==> config.mk <==
export PLATFORM = sky130hd
export DESIGN_NAME = ctrl_decode_pipe
export DESIGN_NICKNAME = d
export VERILOG_FILES = /design/src/rtl/ctrl_decode_pipe_pkg.sv /design/src/rtl/ctrl_decode_comb.sv /design/src/rtl/ctrl_decode_pipe.sv
export SDC_FILE = /design/constraint.sdc
export NUM_CORES = 1
export LEC_CHECK = 0
export BUFFER_PORTS_ARGS = -buffer_cell sky130_fd_sc_hd__buf_2
export CAP_MARGIN = 40
export CORE_ASPECT_RATIO = 1.25
export CORE_MARGIN = 2
export CORE_UTILIZATION = 44
export DETAILED_ROUTE_END_ITERATION = 8
export PLACE_DENSITY_LB_ADDON = 0.2
export SYNTH_ARGS = -nofsm -noshare
export SYNTH_HDL_FRONTEND = slang
export SYNTH_SLANG_ARGS = --single-unit
==> constraint.sdc <==
create_clock -name Clk -period 2.4 [get_ports Clk]
set_input_delay 0.48 -clock Clk [delete_from_list [all_inputs] [get_ports Clk]]
set_output_delay 0.48 -clock Clk [all_outputs]
set_load 0.01 [all_outputs]
==> src/rtl/ctrl_decode_pipe_pkg.sv <==
// Shared types for the registered control decoder.
// ALU op codes, opcodes, control bundle and pipe states.
package ctrl_decode_pipe_pkg;

  localparam logic [3:0] kADD   = 4'd0;
  localparam logic [3:0] kSUB   = 4'd1;
  localparam logic [3:0] kAND   = 4'd2;
  localparam logic [3:0] kNOT   = 4'd3;
  localparam logic [3:0] kBXOR  = 4'd4;
  localparam logic [3:0] kRXOR  = 4'd5;
  localparam logic [3:0] kSHIFT = 4'd6;
  localparam logic [3:0] kMOV   = 4'd7;
  localparam logic [3:0] kPASS  = 4'd8;

  localparam logic [2:0] OP_MEM   = 3'b000;
  localparam logic [2:0] OP_EQ    = 3'b001;
  localparam logic [2:0] OP_ARITH = 3'b010;
  localparam logic [2:0] OP_JAL   = 3'b011;
  localparam logic [2:0] OP_MOV   = 3'b100;
  localparam logic [2:0] OP_AND   = 3'b101;
  localparam logic [2:0] OP_SH    = 3'b110;
  localparam logic [2:0] OP_RXOR  = 3'b111;

  typedef struct packed {
    logic       branch;
    logic       mem_read;
    logic       mem_write;
    logic       reg_size;
    logic       func_ex;
    logic       jump;
    logic       alu_src;
    logic       reg_write;
    logic [3:0] alu_op;
  } ctrl_t;

  localparam ctrl_t CTRL_DEFAULT = '{
    branch:    1'b0,
    mem_read:  1'b0,
    mem_write: 1'b0,
    reg_size:  1'b1,
    func_ex:   1'b0,
    jump:      1'b0,
    alu_src:   1'b1,
    reg_write: 1'b1,
    alu_op:    kPASS
  };

  typedef enum logic {
    RUN,
    MEMWAIT
  } state_t;

  function automatic logic is_mem(input ctrl_t c);
    return c.mem_read | c.mem_write;
  endfunction

endpackage

==> src/rtl/ctrl_decode_comb.sv <==
// Combinational instruction to control-bundle decoder.
// Opcode is the top OPW bits, funct the low two bits.
module ctrl_decode_comb
  import ctrl_decode_pipe_pkg::*;
#(
  parameter int IW  = 9,
  parameter int OPW = 3
) (
  input  logic [IW-1:0] instr,
  output ctrl_t         ctrl
);

  logic [OPW-1:0] op;
  logic [1:0]     funct;
  logic           unused_bits;

  assign op          = instr[IW-1 -: OPW];
  assign funct       = instr[1:0];
  assign unused_bits = ^instr;

  // Start from defaults and override per opcode/funct.
  always_comb begin
    ctrl = CTRL_DEFAULT;
    unique case (1'b1)
      op == OPW'(OP_MEM): begin
        unique case (funct)
          2'b00: begin
            ctrl.alu_op   = kADD;
            ctrl.mem_read = 1'b1;
            ctrl.alu_src  = 1'b0;
            ctrl.func_ex  = 1'b1;
          end
          2'b01: begin
            ctrl.alu_op    = kADD;
            ctrl.mem_write = 1'b1;
            ctrl.alu_src   = 1'b0;
            ctrl.func_ex   = 1'b1;
            ctrl.reg_write = 1'b0;
          end
          2'b10: ctrl.alu_op = kNOT;
          default: begin
            ctrl.alu_op   = kBXOR;
            ctrl.reg_size = 1'b0;
          end
        endcase
      end
      op == OPW'(OP_EQ): begin
        ctrl.alu_op    = kSUB;
        ctrl.branch    = 1'b1;
        ctrl.reg_write = 1'b0;
      end
      op == OPW'(OP_ARITH): begin
        ctrl.alu_op   = funct[1] ? kSUB : kADD;
        ctrl.reg_size = 1'b0;
        ctrl.alu_src  = ~funct[0];
      end
      op == OPW'(OP_JAL): begin
        ctrl.alu_op = kPASS;
        ctrl.jump   = 1'b1;
      end
      op == OPW'(OP_MOV):  ctrl.alu_op = kMOV;
      op == OPW'(OP_AND):  ctrl.alu_op = kAND;
      op == OPW'(OP_SH): begin
        ctrl.alu_op  = kSHIFT;
        ctrl.alu_src = 1'b0;
      end
      op == OPW'(OP_RXOR): ctrl.alu_op = kRXOR;
      default: ;
    endcase
  end

endmodule

==> src/rtl/ctrl_decode_pipe.sv <==
// Registered valid/ready control decoder with memory-wait stall and flush.
// Optional perf counters enabled by CTRL_PERF_CNT_EN.
module ctrl_decode_pipe
  import ctrl_decode_pipe_pkg::*;
#(
  parameter int IW      = 9,
  parameter int OPW     = 3,
  parameter int ALUW    = 4,
  parameter int MEM_LAT = 2,
  parameter int CNTW    = 16
) (
  input  logic            Clk,
  input  logic            Reset_n,
  input  logic            Flush,
  input  logic            InValid,
  output logic            InReady,
  input  logic [IW-1:0]   Instr,
  output logic            OutValid,
  input  logic            OutReady,
  output logic            Branch,
  output logic            MemRead,
  output logic            MemWrite,
  output logic            RegSize,
  output logic            FuncEx,
  output logic            Jump,
  output logic            ALUSrc,
  output logic            RegWrite,
  output logic [ALUW-1:0] ALUOp,
  output logic [CNTW-1:0] IssueCnt,
  output logic [CNTW-1:0] StallCnt
);

  localparam int WCW = (MEM_LAT > 1) ? $clog2(MEM_LAT) : 1;

  ctrl_t          dec;
  ctrl_t          q;
  state_t         state;
  state_t         state_nx;
  logic [WCW-1:0] wcnt;
  logic [WCW-1:0] wcnt_nx;
  logic           consume;
  logic           mem_done;
  logic           accept;

  ctrl_decode_comb #(
    .IW  (IW),
    .OPW (OPW)
  ) u_dec (
    .instr (Instr),
    .ctrl  (dec)
  );

  assign consume  = OutValid && OutReady;
  assign mem_done = consume && is_mem(q) && (MEM_LAT > 1);
  assign InReady  = !Flush && (state == RUN) &&
                    (!OutValid || (OutReady && !mem_done));
  assign accept   = InValid && InReady;

  // Memory-wait sequencing; flush abandons any wait.
  always_comb begin
    state_nx = state;
    wcnt_nx  = wcnt;
    unique case (state)
      RUN: begin
        if (mem_done) begin
          state_nx = MEMWAIT;
          wcnt_nx  = WCW'(MEM_LAT - 1);
        end
      end
      MEMWAIT: begin
        if (wcnt <= WCW'(1)) begin
          state_nx = RUN;
          wcnt_nx  = '0;
        end else begin
          wcnt_nx = wcnt - WCW'(1);
        end
      end
      default: state_nx = RUN;
    endcase
    if (Flush) begin
      state_nx = RUN;
      wcnt_nx  = '0;
    end
  end

  // State, valid flag and held control bundle.
  always_ff @(posedge Clk or negedge Reset_n) begin
    if (!Reset_n) begin
      state    <= RUN;
      wcnt     <= '0;
      OutValid <= 1'b0;
      q        <= CTRL_DEFAULT;
    end else begin
      state <= state_nx;
      wcnt  <= wcnt_nx;
      if (Flush) begin
        OutValid <= 1'b0;
      end else if (accept) begin
        OutValid <= 1'b1;
        q        <= dec;
      end else if (consume) begin
        OutValid <= 1'b0;
      end
    end
  end

  assign Branch   = q.branch;
  assign MemRead  = q.mem_read;
  assign MemWrite = q.mem_write;
  assign RegSize  = q.reg_size;
  assign FuncEx   = q.func_ex;
  assign Jump     = q.jump;
  assign ALUSrc   = q.alu_src;
  assign RegWrite = q.reg_write;
  assign ALUOp    = ALUW'(q.alu_op);

`ifdef CTRL_PERF_CNT_EN
  logic [CNTW-1:0] issue;
  logic [CNTW-1:0] stall;

  // Saturating issue and stall counters, untouched by flush.
  always_ff @(posedge Clk or negedge Reset_n) begin
    if (!Reset_n) begin
      issue <= '0;
      stall <= '0;
    end else begin
      if (accept && (issue != '1))
        issue <= issue + CNTW'(1);
      if (InValid && !InReady && (stall != '1))
        stall <= stall + CNTW'(1);
    end
  end

  assign IssueCnt = issue;
  assign StallCnt = stall;
`else
  assign IssueCnt = '0;
  assign StallCnt = '0;
`endif

endmodule

==> reports/results.ini <==
[yosys]
synthCells=102
yosysUniqueCellTypes=29
ys_ff_latch=14
yosys-top-cells-area=dfrtp_1 27%, buf_4 26%, dfstp_2 11%
syn_avg_cell_area_um2=9.20
synth_edf_count=0
async_flop_share_pct=100
ys_warn_count=0
ys.flop_type=dfrtp_1
netlist_area_um2=938
yosysTopAreaCell=dfrtp_1
seq_area_frac_synth_pct=37.9
yosysTopAreaCellShare_pct=26.7

[route]
via_per_inst=4.71
finalWirelength_um=1570
drt_first_pass_iters=4
vias=683
drtIter0Drc=3
wl_per_cell_um=10.8
antenna_left=0
drc=0

[clocking]
cts_made_buffers=3
cts_tree=done
clkSinkCount=14
path_clk_slew_ps=90
clock_path_buffers=2
post-cts-setup-buffers=0
postCtsResizedCells=0
htree_levels=1
clockRootBuffer=clkbuf_4
holdBufCountCts=0
clk_latency_ps=280

[die]
pin_count=60
coreArea_um2=2000
die_h_um=55.6
initial_core_util_pct=46.8
rows=18
dieArea_um2=2520
die_w_um=45.3

[timing]
setup_violations=0
rsz0062_at_grt=false
fin_tns_setup_ps=0
finalCritPeriodShare_pct=70.5
fmax_mhz=591
finalHoldViolCount=0
fin_crit_ps=1690
slew_violations=0
finalWorstSetupSlack_ps=707
skew_ps=4.74

[worst_setup_path]
timing.rr.start=MemWrite$_DFFE_PN0P_
crit_fanout=4
cp_slowest_cell=dfrtp_1
max_stage_delay_ps=430
r2r_end=MemWrite$_DFFE_PN0P_
setup.worst_path.end_class=output pin
timing_worst_setup_path_type=reg2out
startpoint=MemWrite$_DFFE_PN0P_
path_cells=nor3b_2 > o21a_1 > buf_2
rr_worst_depth=4
crit_buf_inv=1
r2r_slack_ps=920
crit_path_start_kind=register
worstPathRequired_ps=1920
cpLargestDelayFamily=flip-flops
cp.arrival_ps=1210

[final_layout]
layout_common_cells=32 x conb_1, 23 x buf_2, 10 x dfrtp_1
final_common_cell=conb_1
fin_util_pct=48.5
nets=140
synthToLayoutAreaGrowth_pct=3.60
n_antenna_cell=0
largest_reg_flops=4
drive_gt1_share_pct=30.4
fillers=216

[global_route]
antenna_found_initial=0
grtUsageTotal_pct=13.7
grt_pass1_wl_um=2500
grt_max_degree=15
grt_pass1_vias=589
grt_remaining_overflow=0

[placement]
port_buffers=23
pre_cts_ws_ps=700
hpwl_um=1230
gp_congestion=0.760

[pwr]
peakVddDrop_v=0.000307
leakagePower_uw=0.000541
p_per_area_nw_per_um2=601

[outcome]
outcome=finished clean

[min_path]
hold_class=in2async

[job]
cap_violations=0

## routing by layer
| metal | up-vias | part of all wire, % | GRT usage, % |
|---|---|---|---|
| li1 | 331 | - | - |
| met1 | 318 | 37 | 14.5 |
| met2 | 30 | 54 | 22.9 |
| met3 | 4 | 5.5 | 2.27 |
| met4 | 0 | 3.3 | 10.1 |
| met5 | - | 0 | 0 |
## logic make-up after synthesis
| group | share of synthesized area [%] |
|---|---|
| other | 0.400 |
| DFF | 37.9 |
| AOI/OAI and AO/OA | 18.8 |
| xor gates and xnor gates | 0.934 |
| buffers and inverters | 30.4 |
| and+or+nand+nor | 11.6 |
## Yosys cell counts (2+ instances only)
| cell type | count |
|---|---|
| buf_4 | 32 |
| dfrtp_1 | 10 |
| nand2_1 | 9 |
| o21ai_0 | 8 |
| inv_1 | 5 |
| a21oi_1 | 4 |
| dfstp_2 | 4 |
| a21o_1 | 3 |
| buf_2 | 3 |
| nor3_1 | 3 |
| nor2_1 | 2 |
| o31ai_2 | 2 |
## how the worst max path moves through the flow
| stage | endpoint | slack (ps) | cells past startpoint |
|---|---|---|---|
| finish | InReady | 710 | 3 |
| global route | InReady | 630 | 3 |
| CTS | InReady | 680 | 3 |
| detailed placement | FuncEx$_DFFE_PN0P_ | 700 | 5 |
| global placement | FuncEx$_DFFE_PN0P_ | 750 | 5 |
| floorplan | MemRead$_DFFE_PN0P_ | 1030 | 3 |
## stage by stage
step	cell area (µm²)	hold slack, ps	power [µW]	std cells
6_report	972	69.8	584	145
5_1_grt	972	85.5	619	145
4_1_cts	972	77.2	592	145
3_5_place_dp	936	395	418	141
3_3_place_gp	936	394	414	141
2_1_floorplan	1050	184	407	133
## where the power goes
part	internal, µW	total, µW	switching [µW]	leakage, µW
Combinational	45.3	131	85.8	0.000345
Sequential	267	280	13.0	0.000175
Clock	92.4	172	79.9	0.0000210
## cell type report
class	instances	area, µm²	area share (%)
multi-input combinational	78	414	42.6
inverter	5	18.8	1.93
sequential	14	355	36.6
timing repair buffer	24	123	12.6
clock buffer	4	36.3	3.73
tap	20	25.0	2.57
Power figures use the tool's default switching activity.
